**src/rtl/sd_pkg.sv**
```systemverilog
// Shared constants for the SD-bus one-time-pad path: RAM geometry, keystream width
// and the otp_xor state encoding.
package sd_pkg;

   localparam int ADDR_W  = 10;
   localparam int GAMMA_W = 64;
   localparam int NIBBLES = GAMMA_W / 4;
   localparam int SEL_W   = $clog2(NIBBLES);

   localparam logic [2:0] OTP_IDLE  = 3'd0;
   localparam logic [2:0] OTP_REQ   = 3'd1;
   localparam logic [2:0] OTP_XOR   = 3'd2;
   localparam logic [2:0] OTP_DRAIN = 3'd3;
   localparam logic [2:0] OTP_DONE  = 3'd4;

   // Nibble k of a keystream word lives at bits [4k+3:4k].
   function automatic logic [3:0] gamma_nibble(input logic [GAMMA_W-1:0] word,
                                               input logic [SEL_W-1:0]   k);
      return word[{k, 2'b00} +: 4];
   endfunction

endpackage

```
**src/rtl/otp_gamma_buf.sv**
```systemverilog
// Holds the current keystream word and presents the selected nibble combinationally.
module otp_gamma_buf
   import sd_pkg::*;
(
   input  logic               clk,
   input  logic               rst,
   input  logic               load,
   input  logic [GAMMA_W-1:0] word,
   input  logic [SEL_W-1:0]   sel,
   output logic [3:0]         nibble
);

   logic [GAMMA_W-1:0] word_r;

   // Capture a keystream word on the accepting edge of the request handshake.
   always_ff @(posedge clk) begin
      if (rst) begin
         word_r <= {GAMMA_W{1'b0}};
      end else if (load) begin
         word_r <= word;
      end else begin
         word_r <= word_r;
      end
   end

   assign nibble = gamma_nibble(word_r, sel);

endmodule

```
**src/rtl/otp_xor.sv**
```systemverilog
// One-time-pad stage: reads a block of nibbles from the received RAM, XORs each with
// keystream nibbles from the gamma generator and writes the result to the processed RAM.
module otp_xor
   import sd_pkg::*;
(
   input  logic               iclk,
   input  logic               irst,
   input  logic               igen,
   input  logic               inew,
   output logic               oready,
   output logic [ADDR_W-1:0]  oraddr,
   input  logic [3:0]         irdata,
   output logic [ADDR_W-1:0]  owaddr,
   output logic [3:0]         owdata,
   output logic               owe,
   output logic               onew_gamma,
   output logic               oreq_gamma,
   input  logic               igamma_valid,
   input  logic [GAMMA_W-1:0] igamma
);

   logic [2:0]        state;
   logic [2:0]        state_nxt;
   logic [ADDR_W-1:0] addr;
   logic [SEL_W-1:0]  sel_d;
   logic [3:0]        gamma_nib;
   logic              issue;
   logic              accept;
   logic              word_last;
   logic              block_last;

   assign issue      = (state == OTP_XOR);
   // Hold the request back while the generator is being reinitialised so the
   // new-pad pulse is always seen before the first keystream request.
   assign oreq_gamma = (state == OTP_REQ) && !onew_gamma;
   assign accept     = oreq_gamma && igamma_valid;
   assign word_last  = (addr[SEL_W-1:0] == SEL_W'(NIBBLES - 1));
   assign block_last = (addr == {ADDR_W{1'b1}});
   assign oraddr     = addr;

   // Next-state decode for the block sequencer.
   always_comb begin
      state_nxt = state;
      case (state)
         OTP_IDLE: begin
            if (igen) state_nxt = OTP_REQ;
            else      state_nxt = OTP_IDLE;
         end
         OTP_REQ: begin
            if (accept) state_nxt = OTP_XOR;
            else        state_nxt = OTP_REQ;
         end
         OTP_XOR: begin
            if (word_last && block_last) state_nxt = OTP_DRAIN;
            else if (word_last)          state_nxt = OTP_REQ;
            else                         state_nxt = OTP_XOR;
         end
         OTP_DRAIN: state_nxt = OTP_DONE;
         OTP_DONE:  state_nxt = OTP_IDLE;
         default:   state_nxt = OTP_IDLE;
      endcase
   end

   // Sequencer state, address counter and the one-stage read/write pipeline.
   always_ff @(posedge iclk) begin
      if (irst) begin
         state      <= OTP_IDLE;
         addr       <= {ADDR_W{1'b0}};
         sel_d      <= {SEL_W{1'b0}};
         owaddr     <= {ADDR_W{1'b0}};
         owe        <= 1'b0;
         oready     <= 1'b0;
         onew_gamma <= 1'b0;
      end else begin
         state      <= state_nxt;
         sel_d      <= addr[SEL_W-1:0];
         owaddr     <= addr;
         owe        <= issue;
         oready     <= (state == OTP_DONE);
         onew_gamma <= (state == OTP_IDLE) && inew;
         if ((state == OTP_IDLE) && inew) begin
            addr <= {ADDR_W{1'b0}};
         end else if (state == OTP_DONE) begin
            addr <= {ADDR_W{1'b0}};
         end else if (issue) begin
            addr <= addr + ADDR_W'(1);
         end else begin
            addr <= addr;
         end
      end
   end

   otp_gamma_buf u_gamma_buf (
      .clk    (iclk),
      .rst    (irst),
      .load   (accept),
      .word   (igamma),
      .sel    (sel_d),
      .nibble (gamma_nib)
   );

   // RAM data arrives one cycle after its address, aligned with the delayed nibble select.
   assign owdata = owe ? (irdata ^ gamma_nib) : 4'h0;

endmodule

```
**config.mk**
```make
export PLATFORM = sky130hd
export DESIGN_NAME = otp_xor
export DESIGN_NICKNAME = d
export VERILOG_FILES = /design/src/rtl/sd_pkg.sv /design/src/rtl/otp_gamma_buf.sv /design/src/rtl/otp_xor.sv
export SDC_FILE = /design/constraint.sdc
export NUM_CORES = 1
export LEC_CHECK = 0
export CAP_MARGIN = 10
export CORE_AREA = 2 2 96 98
export DETAILED_ROUTE_END_ITERATION = 10
export DIE_AREA = 0 0 98 100
export GPL_TIMING_DRIVEN = 0
export PLACE_DENSITY = 0.78
export SYNTH_ARGS = -nofsm -noshare
export SYNTH_HDL_FRONTEND = slang
export SYNTH_SLANG_ARGS = --single-unit
```
**constraint.sdc**
```tcl
create_clock -name iclk -period 6.9 [get_ports iclk]
set_input_delay 1.38 -clock iclk [delete_from_list [all_inputs] [get_ports iclk]]
set_output_delay 1.38 -clock iclk [all_outputs]
set_load 0.1 [all_outputs]
```
==> results.cfg, run 1 <==
[clock_tree]
insertion_delay_ns = 0.36
clk_pin_slew_ns = 0.08
ctsResizeCount = 0
cts_hold_repair.buffers = 0
cts_setup_buffers = 0
ctsLongestPathBuffers = 2
cts_tree = yes
cts_buffers = 9
h-tree-depth = 3
clockRootBuffer = clkbuf_8
clock-sinks = 90

[job]
maxCapViolations = 0

[die]
fp.dieW_microns = 98
initial_core_util_pct = 40.94
die_area_sq_um = 9800
core_sq_um = 8890
io_pins = 101
rows = 35
dieHeight_microns = 100

[route]
vias = 3220
wl_microns = 9946
routed_via_density = 5.111
drtIter0Drc = 174
routedWlPerCell_microns = 15.79
final_antenna_net_count = 0
firstDrtPassIters = 4
drc = 0

[synthesis]
synth_top_cell_by_area = dfxtp_1
ys_seq_elements = 90
ys_seq_area_share_pct = 49.50
synth_top_area_share_pct = 49.50
synth_common_cells = nand2_1, dfxtp_1, a21oi_1
synth_area_leaders = dfxtp_1, nand2_1, mux4_2
synthCells = 404
ys.warnings.count = 0
ys_types = 27
synth_edf_count = 0
synth.avg_cell_area_sq_um = 9.009
async_reset_ff_share_pct = 0
synth_flop_cell = dfxtp_1
syn_nets = 478
synth.most_common_cell = nand2_1
syn_area_sq_um = 3640

[critical_path]
slowest_stage = clkdlybuf4s50_1
crit_family = buffers and inverters
reg2regPathDepth = 6
path_common_cell = mux4_2
crit_fanout = 10
critPathBufInv = 3
startpoint_type = register
crit_path_max_incr_delay_ns = 1.12
crit_type = reg -> out
critPathArrivalTime_ns = 3.64
r2r-start = state[0]
r2r_slack_ns = 4.56
r2r_end = u_gamma_buf.word_r[35]
crit_chain = clkbuf_1 > buf_2 > mux4_2 > mux4_2 > xor2_1 > and2_1 > clkdlybuf4s50_1
crit_required_ns = 5.52
worst_setup_path_end_kind = primary output

[place]
hpwl_microns = 7408
io_buffers = 99
dp_cells = 614
globalplace.congestion = 0.8702

[finish]
fin_cells = 630
diodes = 0
drive_above_1_share_pct = 8.285
nets = 588
fillCellCount = 784
areaGrowthSynthToFinish_pct = 38.36

[timing]
max_slew_margin_pct = 34.12
finClkSkew_ns = 0.004838
hold_viol = 0
rsz0062_at_grt = false
fin_crit_ns = 5.020
setup_tns_ns = 0
hold_slack_ns = 0.4580
fin_crit_sh_pct = 72.75
slew_viol_final = 0
setup_viol = 0
fmax_mhz = 199.2
tightest_slew_ns = 0.9851

[worst_hold_path]
holdCritStartpoint = u_gamma_buf.word_r[44]
min_path_cells = 2
holdPathEnd = u_gamma_buf.word_r[44]
min_path_type = reg -> reg

[global_routing]
antenna_found_initial = 0
grt_pass1_vias = 3302
overflow = 0
grt_max_degree = 15
grt.total_usage_pct = 21.04
grt_first_pass_wirelength_microns = 16080

[pwr]
clock_power_share_pct = 40.6
p_comb_share_pct = 11.4
p_leak_nw = 1.743
p_int_mw = 0.8875
vdd_ir_drop_max_v = 0.0001503
switching_share_pct = 22.57
switching_power_mw = 0.2586
seqPwrFrac_pct = 48.0
powerDensity_nw_per_um2 = 227.6

[outcome]
status = completed
## worst max-delay path by stage
stage / from / endpoint / slack [ns] / depth (start not counted)
detailed placement: irdata[2] / owdata[2] / 2.17 / 4
global placement: irdata[2] / owdata[2] / 2.17 / 4
CTS: owaddr[3] / owdata[2] / 1.87 / 7
finish: owaddr[3] / owdata[2] / 1.88 / 7
global route: owaddr[3] / owdata[2] / 1.71 / 7
floorplan: onew_gamma / oreq_gamma / 1.52 / 1
## through the flow
step / util [%] / power [mW] / area, sq um / setup slack (ns)
2_1_floorplan: - / 0.6247 / 3640 / 1.525
3_3_place_gp: 53.65 / 0.6876 / 4770 / 2.174
3_5_place_dp: 53.65 / 0.6909 / 4770 / 2.166
4_1_cts: 56.65 / 1.151 / 5036 / 1.867
5_1_grt: 56.65 / 1.187 / 5036 / 1.708
6_report: 56.65 / 1.146 / 5036 / 1.880
## registers in the layout, summed over array words and instances (netlist names)
signal / count
u_gamma_buf.word_r: 64
oraddr: 10
owaddr: 10
state: 3
onew_gamma: 1
oready: 1
owe: 1
## cell usage in the layout (no fill, tap or decap)
cell / synthesis / routed
bufinv_16: 0 / 4
o21ai_0: 3 / 3
dfxtp_1: 90 / 90
nor4b_1: 2 / 2
ha_1: 1 / 1
buf_6: 1 / 1
and3_1: 3 / 3
nand3_1: 4 / 4
nand4_1: 4 / 4
clkbuf_1: 22 / 23
and4_1: 1 / 1
clkinv_2: 0 / 1
or3_1: 1 / 1
a21oi_1: 65 / 65
clkbuf_8: 0 / 10
nor3b_1: 1 / 1
xnor2_1: 1 / 1
o31a_1: 1 / 1
buf_2: 6 / 6
nor3_1: 1 / 1
mux4_2: 20 / 20
nand2b_1: 1 / 1
buf_4: 1 / 1
nand2_1: 131 / 131
and2_1: 8 / 8
xor2_1: 11 / 11
clkdlybuf4s50_1: 0 / 99
a41oi_1: 1 / 1
nor2b_1: 11 / 11
mux2i_1: 1 / 1
nor2_1: 12 / 12
## area by class of cell
class	count	area (sq um)	share of cell area, %
Buffer	30	131.4	2.609
Clock buffer	11	141.4	2.807
Clock inverter	5	125.1	2.484
Multi-Input combinational cell	284	1707	33.89
Sequential cell	90	1802	35.78
Tap cell	111	138.9	2.758
Timing Repair Buffer	99	991.0	19.68
## layer usage
metal  global-route usage [%]  part of all wire (%)  vias up
li1                         -                     -     1573
met1                    25.03                    41     1502
met5                        0                     0        -
met4                    6.303                   1.8        0
met3                    6.894                   8.7       18
met2                    36.46                    49      127
## worst reg2reg max path, delay by kind of cell (launching register included)
kind | cells | cell delay, ns
AOI/OAI and AO/OA | 1 | 0.18
DFF | 1 | 0.43
and+or+nand+nor | 3 | 0.95
buffers and inverters | 2 | 0.70
## kinds of logic after synthesis
logic type      count (synthesis)  share of synthesized area [%]
mux                            21                          12.65
simple gates                  180                          21.18
xor+xnor                       12                          2.888
flops                          90                          49.50
fa+ha+maj                       1                         0.3437
compound gates                 70                          9.831
buf+inv                        30                          3.610
## power by group through the flow
stage / registers [mW] / logic, mW / clock network, mW
final: 0.550 / 0.130 / 0.466
after global routing: 0.552 / 0.142 / 0.493
after CTS: 0.549 / 0.131 / 0.471
after detailed placement: 0.561 / 0.130 / 0
after global placement: 0.560 / 0.127 / 0
after floorplan: 0.563 / 0.0613 / 0
Note: power is estimated with default switching activity, not from simulation.
==> inputs of run 2 (changes only) <==
--- a/config.mk
+++ b/config.mk
@@ -10,7 +10,7 @@
 export DETAILED_ROUTE_END_ITERATION = 10
 export DIE_AREA = 0 0 98 100
 export GPL_TIMING_DRIVEN = 0
-export PLACE_DENSITY = 0.78
+export PLACE_DENSITY = 0.81
 export SYNTH_ARGS = -nofsm -noshare
 export SYNTH_HDL_FRONTEND = slang
 export SYNTH_SLANG_ARGS = --single-unit
==> constraint.sdc (replaced) <==
create_clock -name iclk -period 4.28 [get_ports iclk]
set_input_delay 0.856 -clock iclk [delete_from_list [all_inputs] [get_ports iclk]]
set_output_delay 0.856 -clock iclk [all_outputs]
set_load 0.1 [all_outputs]
==> run 2 against run 1 <==
Effect of this change:
- clock power increased by 37%
- cell area decreased by 1.2%
- count of clock-buffer cells in the layout unchanged
- global-route usage increased by 0.62 points
- critical path depth unchanged
- first-iteration DRC count increased by 3.4%
- power increased by 52%
- register-to-register slack got worse by 2.4 ns
- die area unchanged
- worst setup slack got worse by 1.5 ns
==> results.cfg, run 2 (same netlist as run 1, synthesis figures left out) <==
[finish]
fillCellCount = 774
areaGrowthSynthToFinish_pct = 36.68
drive_above_1_share_pct = 9.249
multi_input_area_sq_um = 1713
final_cell_mix = nand2_1, clkdlybuf4s50_1, dfxtp_1, a21oi_1, clkbuf_1
final_util_pct = 55.96
diodes = 0
register_area_sq_um = 1802
nets = 588
final_common_cell = nand2_1
largest_reg_flops = 64
regMostFlops = u_gamma_buf.word_r

[critical_path]
critPathArrivalTime_ns = 3.01
crit_required_ns = 3.42
crit_fanout = 10
crit_type = reg -> out
startpoint_type = register
worst_setup_path_end_kind = primary output

[place]
globalplace.congestion = 0.8643
io_buffers = 99
place_ws_ns = 0.1461
hpwl_microns = 7889

[die]
fp.dieW_microns = 98
core_sq_um = 8890
initial_core_util_pct = 40.94
die_area_sq_um = 9800
rows = 35
dieHeight_microns = 100
io_pins = 101

[timing]
fin_crit_ns = 3.868
tightest_slew_ns = 0.9967
fmax_mhz = 258.6
rsz0062_at_grt = false
max_slew_margin_pct = 33.34
slew_viol_final = 0
fin_crit_sh_pct = 90.36
finClkSkew_ns = 0.01102
hold_viol = 0
setup_tns_ns = 0
hold_slack_ns = 0.4599
worst_slack_ns = 0.4125
setup_viol = 0

[clock_tree]
cts_tree = yes
h-tree-depth = 3
cts_setup_buffers = 0
insertion_delay_ns = 0.37
clockRootBuffer = clkbuf_8
cts_buffers = 9
ctsLongestPathBuffers = 2
clock-sinks = 90
clk_pin_slew_ns = 0.08

[global_routing]
grt_max_degree = 15
grt_pass1_vias = 3389
grt.total_usage_pct = 21.66
grt_first_pass_wirelength_microns = 16620
overflow = 0
antenna_found_initial = 0

[pwr]
switching_share_pct = 24.48
vdd_ir_drop_max_v = 0.0002099
p_leak_nw = 1.726
powerDensity_nw_per_um2 = 349.1
p_comb_share_pct = 12.2
seqPwrFrac_pct = 51.1
switching_power_mw = 0.4251
clock_power_share_pct = 36.8
p_int_mw = 1.312

[route]
routedWlPerCell_microns = 16.33
routed_via_density = 5.232
drc = 0
vias = 3296
firstDrtPassIters = 4
drtIter0Drc = 180
final_antenna_net_count = 0
wl_microns = 10290

[worst_hold_path]
min_path_type = reg -> reg

[outcome]
status = completed

[job]
maxCapViolations = 0
-- run 2: changes by cell type in the layout (fill, tap and decap cells not counted), sizes merged --
cell and delta:
clkdlybuf4s50 -4, bufinv -2, clkinvlp +1, clkbuf +4, clkinv +1
-- run 2: worst paths after layout --
| kind | from | to | slack, ns | depth (start not counted) |
|---|---|---|---|---|
| worst max register to register | state[0] | u_gamma_buf.word_r[30] | 2.18 | 6 |
| worst min-delay path | u_gamma_buf.word_r[46] | u_gamma_buf.word_r[46] | 0.46 | 2 |
| worst max-delay path | owaddr[3] | owdata[2] | 0.41 | 7 |
| worst min register to register | u_gamma_buf.word_r[46] | u_gamma_buf.word_r[46] | 0.46 | 2 |
-- run 2: worst max-delay path, stage by stage, from the launching register on --
cell and delay [ns]:
dfxtp_1 0.33, clkbuf_1 0.35, buf_2 0.33, mux4_2 0.34, mux4_2 0.47, xor2_1 0.21
and2_1 0.16, clkbuf_2 0.45
-- run 2: repair_timing --
item | in CTS | in global routing
gates cloned | 0 | 0
hold buffers | 0 | 0
endpoints found under the setup margin | 4 | 4
resized for setup | 4 | 8
-- run 2: per-layer routing --
layer  global-route usage, %  part of all wire, %  up-vias
li1                        -                    -     1574
met1                   25.77                   40     1590
met2                   36.93                   50      115
met3                   7.173                  8.6       17
met4                   7.585                  2.0        0
met5                       0                    0        -
-- run 2: power by group through the flow --
stage | clock network (mW) | logic, mW | registers [mW]
2_1_floorplan | 0 | 0.0991 | 0.909
3_5_place_dp | 0 | 0.211 | 0.905
3_3_place_gp | 0 | 0.205 | 0.903
5_1_grt | 0.679 | 0.229 | 0.890
6_report | 0.638 | 0.212 | 0.887
4_1_cts | 0.641 | 0.212 | 0.886
-- run 2: layout make-up --
type / instances / area share [%]
Sequential cell: 90 / 36.22
Clock buffer: 11 / 2.842
Clock inverter: 5 / 1.559
Buffer: 30 / 2.641
Tap cell: 111 / 2.792
Multi-Input combinational cell: 284 / 34.43
Timing Repair Buffer: 99 / 19.52
-- run 2: per-stage QoR --
stage | area, sq um | std cells | total power, mW
finish | 4975 | 630 | 1.737
global route | 4975 | 630 | 1.798
CTS | 4990 | 630 | 1.739
detailed placement | 4776 | 614 | 1.117
global placement | 4776 | 614 | 1.108
floorplan | 3646 | 404 | 1.008
==> inputs of run 3 (changes only) <==
--- a/config.mk
+++ b/config.mk
@@ -5,10 +5,11 @@
 export SDC_FILE = /design/constraint.sdc
 export NUM_CORES = 1
 export LEC_CHECK = 0
+export ABC_CLOCK_PERIOD_IN_PS = 4280
 export CAP_MARGIN = 10
-export CORE_AREA = 2 2 96 98
+export CORE_AREA = 2 2 122 77
 export DETAILED_ROUTE_END_ITERATION = 10
-export DIE_AREA = 0 0 98 100
+export DIE_AREA = 0 0 124 79
 export GPL_TIMING_DRIVEN = 0
 export PLACE_DENSITY = 0.81
 export SYNTH_ARGS = -nofsm -noshare
==> run 3 against run 2 <==
Effect of this change:
- global-route usage is 0.78 points higher
- fmax is 0.64% lower
- hold slack worse by 0.0032 ns
- clock skew is 0.0071 ns lower
- via count is 0.97% lower
- power is 5.8% higher
- sequential cell count stayed put
- largest cell class unchanged
- largest power group unchanged
- highest routed layer unchanged
==> results.cfg, run 3 (same netlist as run 1, synthesis figures left out) <==
[timing]
setup_tns_ns = 0
tightest_slew_ns = 1.015
finClkSkew_ns = 0.003928
fin_crit_sh_pct = 90.94
slew_viol_final = 0
hold_viol = 0
rsz0062_at_grt = false
setup_viol = 0
fin_crit_ns = 3.892
hold_slack_ns = 0.4567
max_slew_margin_pct = 32.09
fmax_mhz = 256.9

[finish]
final_cell_mix = nand2_1, clkdlybuf4s50_1, dfxtp_1, a21oi_1, clkbuf_1
largest_reg_flops = 64
diodes = 0
drive_above_1_share_pct = 9.441
areaGrowthSynthToFinish_pct = 38.54
final_common_cell = nand2_1
regMostFlops = u_gamma_buf.word_r
nets = 588

[global_routing]
antenna_found_initial = 0
grt_first_pass_wirelength_microns = 16140
overflow = 0
grt_pass1_vias = 3282
grt_max_degree = 16
grt.total_usage_pct = 22.45

[critical_path]
r2r-start = state[1]
slowest_stage = mux4_2
crit_fanout = 10
r2r_end = u_gamma_buf.word_r[26]
crit_required_ns = 3.42
r2r_slack_ns = 2.26
critPathArrivalTime_ns = 3.04
worst_setup_path_end_kind = primary output
crit_path_max_incr_delay_ns = 0.49
crit_chain = clkbuf_1 > buf_2 > mux4_2 > mux4_2 > xor2_1 > and2_1 > clkbuf_2
crit_type = reg -> out
reg2regPathDepth = 6
path_common_cell = mux4_2
startpoint_type = register

[die]
fp.dieW_microns = 124
die_area_sq_um = 9796
rows = 27
core_sq_um = 8783
io_pins = 101
initial_core_util_pct = 41.44
dieHeight_microns = 79

[pwr]
powerDensity_nw_per_um2 = 364.4
vdd_ir_drop_max_v = 0.0002070
p_leak_nw = 1.748
totalPowerFinal_mw = 1.837

[clock_tree]
clk_pin_slew_ns = 0.06
insertion_delay_ns = 0.34
cts_hold_repair.buffers = 0
clockRootBuffer = clkbuf_16
ctsLongestPathBuffers = 2
cts_buffers = 9
clock-sinks = 90
h-tree-depth = 3
cts_tree = yes

[place]
globalplace.congestion = 0.9356
hpwl_microns = 8048
io_buffers = 99

[worst_hold_path]
min_path_type = reg -> reg
min_path_cells = 2
holdCritStartpoint = u_gamma_buf.word_r[58]
holdPathEnd = u_gamma_buf.word_r[58]

[route]
drtIter0Drc = 292
drc = 0
routedWlPerCell_microns = 16.70
vias = 3264
routed_via_density = 5.140
firstDrtPassIters = 7
final_antenna_net_count = 0
wl_microns = 10600

[outcome]
status = completed

[job]
maxCapViolations = 0
==> run 3: cell count changes in the layout (fill, tap and decap cells not counted) <==
cell        change
inv_6           +1
clkbuf_16       +9
clkbuf_1        -1
clkbuf_8        -9
clkinvlp_4      +2
bufinv_16       -2
==> run 3: layer usage <==
layer  vias to the layer above  routed length [microns]  GRT usage (%)
met5                         -                        0              0
met4                         0                      130          6.404
met3                        11                     1125          8.836
met2                       166                     4809          34.95
met1                      1513                     4537          29.02
li1                       1574                        -              -
==> run 3: worst max-delay path: cells and delay by family, from the launching register on <==
kind                   cells  cell delay, ns
XOR/XNOR                   1            0.22
buffers and inverters      3            1.15
flip-flops                 1            0.34
multiplexers               2            0.84
AND/OR/NAND/NOR            1            0.16
==> run 3: cell type report <==
cell class	count	area (sq um)
Fill cell	743	3741
Sequential cell	90	1802
Multi-Input combinational cell	284	1713
Timing Repair Buffer	99	970.9
Clock buffer	10	239.0
Tap cell	116	145.1
Buffer	30	131.4
Clock inverter	6	41.29
==> run 3: worst max path at each step <==
| stage | startpoint | endpoint | slack, ns | cells after the start |
|---|---|---|---|---|
| floorplan | owaddr[2] | owdata[0] | 0.14 | 6 |
| global placement | owaddr[3] | owdata[1] | 0.12 | 7 |
| detailed placement | owaddr[3] | owdata[1] | 0.10 | 7 |
| CTS | owaddr[3] | owdata[1] | 0.02 | 7 |
| global route | owaddr[3] | owdata[1] | 0.23 | 7 |
| finish | owaddr[3] | owdata[1] | 0.39 | 7 |
==> run 3: power breakdown <==
part | switching (mW) | internal [mW] | leakage, nW | total [mW]
sequential | 0.0219 | 0.867 | 0.729 | 0.889
clock | 0.325 | 0.409 | 0.131 | 0.734
combinational | 0.111 | 0.102 | 0.888 | 0.214
==> run 3: stage by stage <==
stage / setup WS (ns) / std cells / instance area (sq um) / utilization, %
after floorplan: 0.1367 / 404 / 3646 / -
after global placement: 0.1178 / 619 / 4782 / 54.44
after detailed placement: 0.1043 / 619 / 4782 / 54.44
after CTS: 0.02086 / 635 / 5057 / 57.58
after global routing: 0.2278 / 635 / 5042 / 57.41
final: 0.3876 / 635 / 5042 / 57.41
==> run 3: repair_timing <==
action                     in CTS  in global routing
setup endpoints to repair       4                  4
cloned                          0                  0
buffers inserted                0                  0
gates resized for setup         4                  8
